## src/rtl/fractal_sync_merge.sv

```systemverilog
// Two-to-one barrier merge node of the fractal sync tree: pairs up east/north and
// west/south arrivals per barrier ID, then completes locally or forwards one level up.
module fractal_sync_merge #(
    parameter int unsigned ID_WIDTH  = 4,
    parameter int unsigned LVL_WIDTH = 3
) (
    input  logic                 clk_i,
    input  logic                 rst_ni,
    input  logic                 en_valid_i,
    output logic                 en_ready_o,
    input  logic [ID_WIDTH-1:0]  en_id_i,
    input  logic [LVL_WIDTH-1:0] en_lvl_i,
    input  logic                 ws_valid_i,
    output logic                 ws_ready_o,
    input  logic [ID_WIDTH-1:0]  ws_id_i,
    input  logic [LVL_WIDTH-1:0] ws_lvl_i,
    output logic                 up_valid_o,
    input  logic                 up_ready_i,
    output logic [ID_WIDTH-1:0]  up_id_o,
    output logic [LVL_WIDTH-1:0] up_lvl_o,
    input  logic                 dn_valid_i,
    output logic                 dn_ready_o,
    input  logic [ID_WIDTH-1:0]  dn_id_i,
    output logic                 rsp_valid_o,
    input  logic                 rsp_ready_i,
    output logic [ID_WIDTH-1:0]  rsp_id_o,
    output logic [1:0]           rsp_sd_o,
    output logic                 lvl_err_o
);

    localparam int unsigned NUM_IDS = 2 ** ID_WIDTH;
    localparam logic [1:0]  SD_BOTH = 2'b11;

    logic [NUM_IDS-1:0]   arr_en_q, arr_en_d;
    logic [NUM_IDS-1:0]   arr_ws_q, arr_ws_d;
    logic [LVL_WIDTH-1:0] lvl_q [NUM_IDS];
    logic [LVL_WIDTH-1:0] lvl_d [NUM_IDS];

    logic                 up_valid_q, up_valid_d;
    logic [ID_WIDTH-1:0]  up_id_q, up_id_d;
    logic [LVL_WIDTH-1:0] up_lvl_q, up_lvl_d;
    logic                 rsp_valid_q, rsp_valid_d;
    logic [ID_WIDTH-1:0]  rsp_id_q, rsp_id_d;
    logic                 lvl_err_q, lvl_err_d;

    logic up_free, rsp_free, dn_fire;
    logic en_dup, ws_dup, pair;
    logic en_comp, ws_comp, en_to_rsp, ws_to_rsp;
    logic en_ok, ws_ok, en_ready, ws_ready;
    logic en_takes_rsp, en_takes_up;
    logic en_fire, ws_fire, en_load, ws_load;

    // Handshake decisions: dn owns RSP first, EN beats WS on either target.
    always_comb begin
        up_free   = !up_valid_q || up_ready_i;
        rsp_free  = !rsp_valid_q || rsp_ready_i;
        dn_fire   = dn_valid_i && rsp_free;

        en_dup    = arr_en_q[en_id_i];
        ws_dup    = arr_ws_q[ws_id_i];
        pair      = en_valid_i && ws_valid_i && (en_id_i == ws_id_i) && !en_dup && !ws_dup;
        en_comp   = pair || arr_ws_q[en_id_i];
        ws_comp   = pair || arr_en_q[ws_id_i];
        en_to_rsp = (en_lvl_i == '0);
        ws_to_rsp = (ws_lvl_i == '0);

        en_ok     = en_to_rsp ? (rsp_free && !dn_valid_i) : up_free;
        en_ready  = !en_dup && (!en_comp || en_ok);

        en_takes_rsp = en_valid_i && en_ready && en_comp && en_to_rsp;
        en_takes_up  = en_valid_i && en_ready && en_comp && !en_to_rsp;

        ws_ok     = ws_to_rsp ? (rsp_free && !dn_valid_i && !en_takes_rsp)
                              : (up_free && !en_takes_up);
        // A same-cycle pair is one completion, so both sides share EN's verdict.
        ws_ready  = pair ? en_ready : (!ws_dup && (!ws_comp || ws_ok));

        en_fire   = en_valid_i && en_ready;
        ws_fire   = ws_valid_i && ws_ready;
        en_load   = en_fire && en_comp;
        ws_load   = ws_fire && ws_comp && !pair;
    end

    // Arrival bookkeeping, level check and output register loads.
    always_comb begin
        arr_en_d    = arr_en_q;
        arr_ws_d    = arr_ws_q;
        lvl_d       = lvl_q;
        up_valid_d  = up_valid_q && !up_ready_i;
        up_id_d     = up_id_q;
        up_lvl_d    = up_lvl_q;
        rsp_valid_d = rsp_valid_q && !rsp_ready_i;
        rsp_id_d    = rsp_id_q;
        lvl_err_d   = 1'b0;

        if (en_fire) begin
            if (en_comp) begin
                arr_en_d[en_id_i] = 1'b0;
                arr_ws_d[en_id_i] = 1'b0;
            end else begin
                arr_en_d[en_id_i] = 1'b1;
                lvl_d[en_id_i]    = en_lvl_i;
            end
        end

        if (ws_fire) begin
            if (ws_comp) begin
                arr_en_d[ws_id_i] = 1'b0;
                arr_ws_d[ws_id_i] = 1'b0;
            end else begin
                arr_ws_d[ws_id_i] = 1'b1;
                lvl_d[ws_id_i]    = ws_lvl_i;
            end
        end

        if (en_load) begin
            if (pair) begin
                lvl_err_d = (en_lvl_i != ws_lvl_i);
            end else begin
                lvl_err_d = (en_lvl_i != lvl_q[en_id_i]);
            end
        end
        if (ws_load && (ws_lvl_i != lvl_q[ws_id_i])) begin
            lvl_err_d = 1'b1;
        end

        if (dn_fire) begin
            rsp_valid_d = 1'b1;
            rsp_id_d    = dn_id_i;
        end else if (en_load && en_to_rsp) begin
            rsp_valid_d = 1'b1;
            rsp_id_d    = en_id_i;
        end else if (ws_load && ws_to_rsp) begin
            rsp_valid_d = 1'b1;
            rsp_id_d    = ws_id_i;
        end

        if (en_load && !en_to_rsp) begin
            up_valid_d = 1'b1;
            up_id_d    = en_id_i;
            up_lvl_d   = en_lvl_i - LVL_WIDTH'(1);
        end else if (ws_load && !ws_to_rsp) begin
            up_valid_d = 1'b1;
            up_id_d    = ws_id_i;
            up_lvl_d   = ws_lvl_i - LVL_WIDTH'(1);
        end
    end

    always_ff @(posedge clk_i or negedge rst_ni) begin
        if (!rst_ni) begin
            arr_en_q    <= '0;
            arr_ws_q    <= '0;
            for (int i = 0; i < NUM_IDS; i++) begin
                lvl_q[i] <= '0;
            end
            up_valid_q  <= 1'b0;
            up_id_q     <= '0;
            up_lvl_q    <= '0;
            rsp_valid_q <= 1'b0;
            rsp_id_q    <= '0;
            lvl_err_q   <= 1'b0;
        end else begin
            arr_en_q    <= arr_en_d;
            arr_ws_q    <= arr_ws_d;
            lvl_q       <= lvl_d;
            up_valid_q  <= up_valid_d;
            up_id_q     <= up_id_d;
            up_lvl_q    <= up_lvl_d;
            rsp_valid_q <= rsp_valid_d;
            rsp_id_q    <= rsp_id_d;
            lvl_err_q   <= lvl_err_d;
        end
    end

    assign en_ready_o  = en_ready;
    assign ws_ready_o  = ws_ready;
    assign dn_ready_o  = rsp_free;
    assign up_valid_o  = up_valid_q;
    assign up_id_o     = up_id_q;
    assign up_lvl_o    = up_lvl_q;
    assign rsp_valid_o = rsp_valid_q;
    assign rsp_id_o    = rsp_id_q;
    assign rsp_sd_o    = SD_BOTH;
    assign lvl_err_o   = lvl_err_q;

endmodule

```

## config.mk

```make
export PLATFORM = sky130hd
export DESIGN_NAME = fractal_sync_merge
export DESIGN_NICKNAME = d
export VERILOG_FILES = /design/src/rtl/fractal_sync_merge.sv
export SDC_FILE = /design/constraint.sdc
export NUM_CORES = 1
export LEC_CHECK = 0
export CORE_MARGIN = 4
export CORE_UTILIZATION = 26
export DETAILED_ROUTE_END_ITERATION = 12
export PLACE_DENSITY = 0.5
export SYNTH_ARGS = -nofsm -noshare
export SYNTH_HDL_FRONTEND = slang
export SYNTH_SLANG_ARGS = --single-unit
```

## constraint.sdc

```tcl
create_clock -name clk_i -period 10.6 [get_ports clk_i]
set_input_delay 3.18 -clock clk_i [delete_from_list [all_inputs] [get_ports clk_i]]
set_output_delay 3.18 -clock clk_i [all_outputs]
set_load 0.05 [all_outputs]
```

==> flow_summary.json <==
{
  "htree_levels": 3,
  "cp-end-kind": "output pin",
  "netSwitchingPower_uw": 706,
  "vias": 5226,
  "synth.ff_latch_count": 94,
  "numPortBuffers": 41,
  "ctsLongestPathBuffers": 2,
  "ys.flop_type": "dfrtp_1",
  "initial_core_util_pct": 26.6,
  "via_per_inst": 5.41,
  "grt_start_max_net_pins": 73,
  "path_buf_inv": 3,
  "drive_gt1_share_pct": 20.2,
  "leakagePower_uw": 0.00277,
  "pwr-share-clk_pct": 19.3,
  "p_int_uw": 1080,
  "cts_tree": "built",
  "diodes": 0,
  "grtUsageTotal_pct": 15.6,
  "fin_worst_skew_ps": 9.29,
  "post-cts-setup-buffers": 0,
  "max_stage_delay_ps": 990,
  "hold_ws_ps": 528,
  "core_area_um2": 24500,
  "detail-route-antenna-nets": 0,
  "antenna_found_initial": 0,
  "grt_pass1_vias": 5103,
  "status": "finished, final reports clean",
  "clkLatencyLatePin_ps": 350,
  "cts_buffers": 9,
  "post-dp-hpwl_um": 15800,
  "relSlewSlack_pct": 32.6,
  "nets": 663,
  "startpoint_type": "input port",
  "hold_class": "reg2reg",
  "fin_crit_ps": 9650,
  "maxCapViolations": 0,
  "avgSynthCellArea_um2": 10.8,
  "p_seq_share_pct": 37.4,
  "cpMaxStageDelayCell": "clkdlybuf4s50_1",
  "rsz0062_at_grt": "false",
  "setup_violations": 0,
  "critical_path.top_delay_family": "buffers and inverters",
  "crit_arrival_ps": 6470,
  "dieArea_um2": 27700,
  "finalWirelength_um": 21600,
  "die_h_um": 166,
  "hold_viol": 0,
  "period_share_pct": 91.1,
  "timing.fmax_ghz": 0.104,
  "setup_tns_ps": 0,
  "vdd_drop_max_uv": 85.9,
  "synth_edf_count": 0,
  "cp_cell_sequence": "clkdlybuf4s50_1, buf_4, mux4_2, a22o_1, nor2_2, o41ai_4, a21oi_1, clkdlybuf4s50_1",
  "synthCells": 607,
  "drc_errors": 0,
  "dr.first_iter.drc_count": 591,
  "netSwitchingFraction_pct": 39.4,
  "synth-seq-area-share_pct": 36.0,
  "hold_buffers": 0,
  "crit_fanout": 15,
  "crit_path_frequent_cell": "clkdlybuf4s50_1",
  "wl_per_cell_um": 22.4,
  "firstDrtPassIters": 5,
  "p_per_area_nw_per_um2": 235,
  "synth_area_um2": 6530,
  "ioPinCount": 44,
  "path_class": "in2out",
  "pwr-share-comb_pct": 43.3,
  "cts_root_buf": "clkbuf_16",
  "row_count": 57,
  "synth-warning-count": 0,
  "grt-ovfl-total": 0,
  "ys_types": 66,
  "tightest_slew_ps": 1000,
  "grt_pass1_wl_um": 33400,
  "area_growth_pct": 16.5,
  "crit_required_ps": 7420,
  "postSynth.asyncResetShare_pct": 100,
  "cts-resized-gates": 0,
  "globalplace.congestion": 0.872,
  "die_x_um": 166,
  "slew_violations": 0,
  "clock-sinks": 94,
  "path_clk_slew_ps": 70
}
## per-stage QoR
step / std cells / total power (uW) / util [%] / cell area, um^2 / worst slack [ps]
finish: 966 / 1790 / 31.0 / 7610 / 947
global route: 966 / 1890 / 31.0 / 7610 / 808
CTS: 966 / 1790 / 31.0 / 7610 / 979
detailed placement: 950 / 1450 / 29.7 / 7300 / 985
global placement: 950 / 1440 / 29.7 / 7300 / 1010
floorplan: 608 / 1200 / - / 6530 / 1780
## power by group through the flow
stage	sequential (uW)	clock, uW	combinational, uW
floorplan	683	0	521
detailed placement	674	0	771
CTS	669	351	774
finish	669	346	774
global route	692	366	832
global placement	676	0	765
## registers in the layout, summed over array words and instances (netlist names)
signal / count
arr_en_q: 16
arr_ws_q: 16
lvl_err_o: 1
lvl_q: 48
rsp_id_o: 4
rsp_valid_o: 1
up_id_o: 4
up_lvl_o: 3
up_valid_o: 1
## worst paths after layout
kind	slack [ps]	from	end	cells after the start
worst max-delay path	950	en_id_i[3]	en_ready_o	8
worst min-delay path	530	up_lvl_o[0]	up_lvl_o[0]	1
worst max register to register	6900	arr_en_q[14]	up_lvl_o[2]	10
worst min register to register	530	up_lvl_o[0]	up_lvl_o[0]	1
max in group asynchronous	6630	rst_ni	up_lvl_o[0]	2
min in group asynchronous	2720	rst_ni	arr_en_q[8]	1
## layout make-up
cell class / count / area [um^2]
Clock buffer: 11 / 253
Clock inverter: 5 / 56.3
Fill cell: 2545 / 16900
Inverter: 11 / 41.3
Multi-Input combinational cell: 460 / 3940
Sequential cell: 94 / 2350
Tap cell: 324 / 405
Timing Repair Buffer: 61 / 558
## layout by cell type (no fill, tap or decap), types with 6 or more instances in the layout
cell type / count
inv_1: 10
clkbuf_16: 9
mux4_2: 40
nor3_1: 11
mux2_1: 8
nor3_2: 6
a21oi_1: 14
dfrtp_1: 94
buf_4: 21
nand4_1: 8
o22a_1: 9
and3_1: 7
and2_1: 6
nand2_1: 61
nand3_1: 16
xor2_1: 6
o21ai_0: 44
o21ai_1: 12
nor4_4: 9
a22oi_1: 6
clkdlybuf4s50_1: 40
mux2_2: 22
nand2b_1: 11
nor2b_1: 11
mux2i_1: 53
nor2_1: 27
## synthesized netlist by cell type (all sizes together), types with 6 or more instances
cell type  count  area, um^2
a21oi         14        70.1
a22oi          8        78.8
and2           8        50.1
and3           7        43.8
buf           18         105
clkbuf        25        93.8
dfrtp         94        2350
inv           10        37.5
mux2          30         338
mux2i         53         531
mux4          40         901
nand2         62         240
nand2b        11        68.8
nand3         17        90.1
nand4          9        62.6
nor2          29         114
nor2b         11        68.8
nor3          17         115
nor4          13         241
o21ai         56         280
o22a           9        78.8
xor2           6        52.6
## logic make-up (layout without fill, tap and decap cells)
| family | Yosys count | count (layout) | synth area share [%] |
|---|---|---|---|
| adders and majority gates | 1 | 1 | 0.192 |
| AOI/OAI and AO/OA | 130 | 130 | 13.7 |
| buffers and inverters | 54 | 88 | 3.68 |
| muxes | 123 | 123 | 27.1 |
| DFF | 94 | 94 | 36.0 |
| and+or+nand+nor | 196 | 196 | 18.2 |
| xor gates and xnor gates | 8 | 8 | 1.07 |
| other | 1 | 2 | 0.0574 |
## worst register-to-register path: stages (launching register included)
cell     delay [ps]
dfrtp_1         420
mux4_2          490
a22oi_2         310
nand3_2         640
nor3_1          450
nand2_1         270
a21oi_1         310
ha_1            220
o31ai_1          80
a41o_1          220
a22o_1          200
## per-layer routing
layer / vias up / routed length [um] / global-route usage, %
li1: 2376 / - / -
met1: 2652 / 10200 / 23.2
met2: 177 / 9830 / 23.6
met3: 21 / 1320 / 3.20
met4: 0 / 299 / 3.09
met5: - / 0 / 0
No activity file was read; power rests on OpenSTA's default activity.
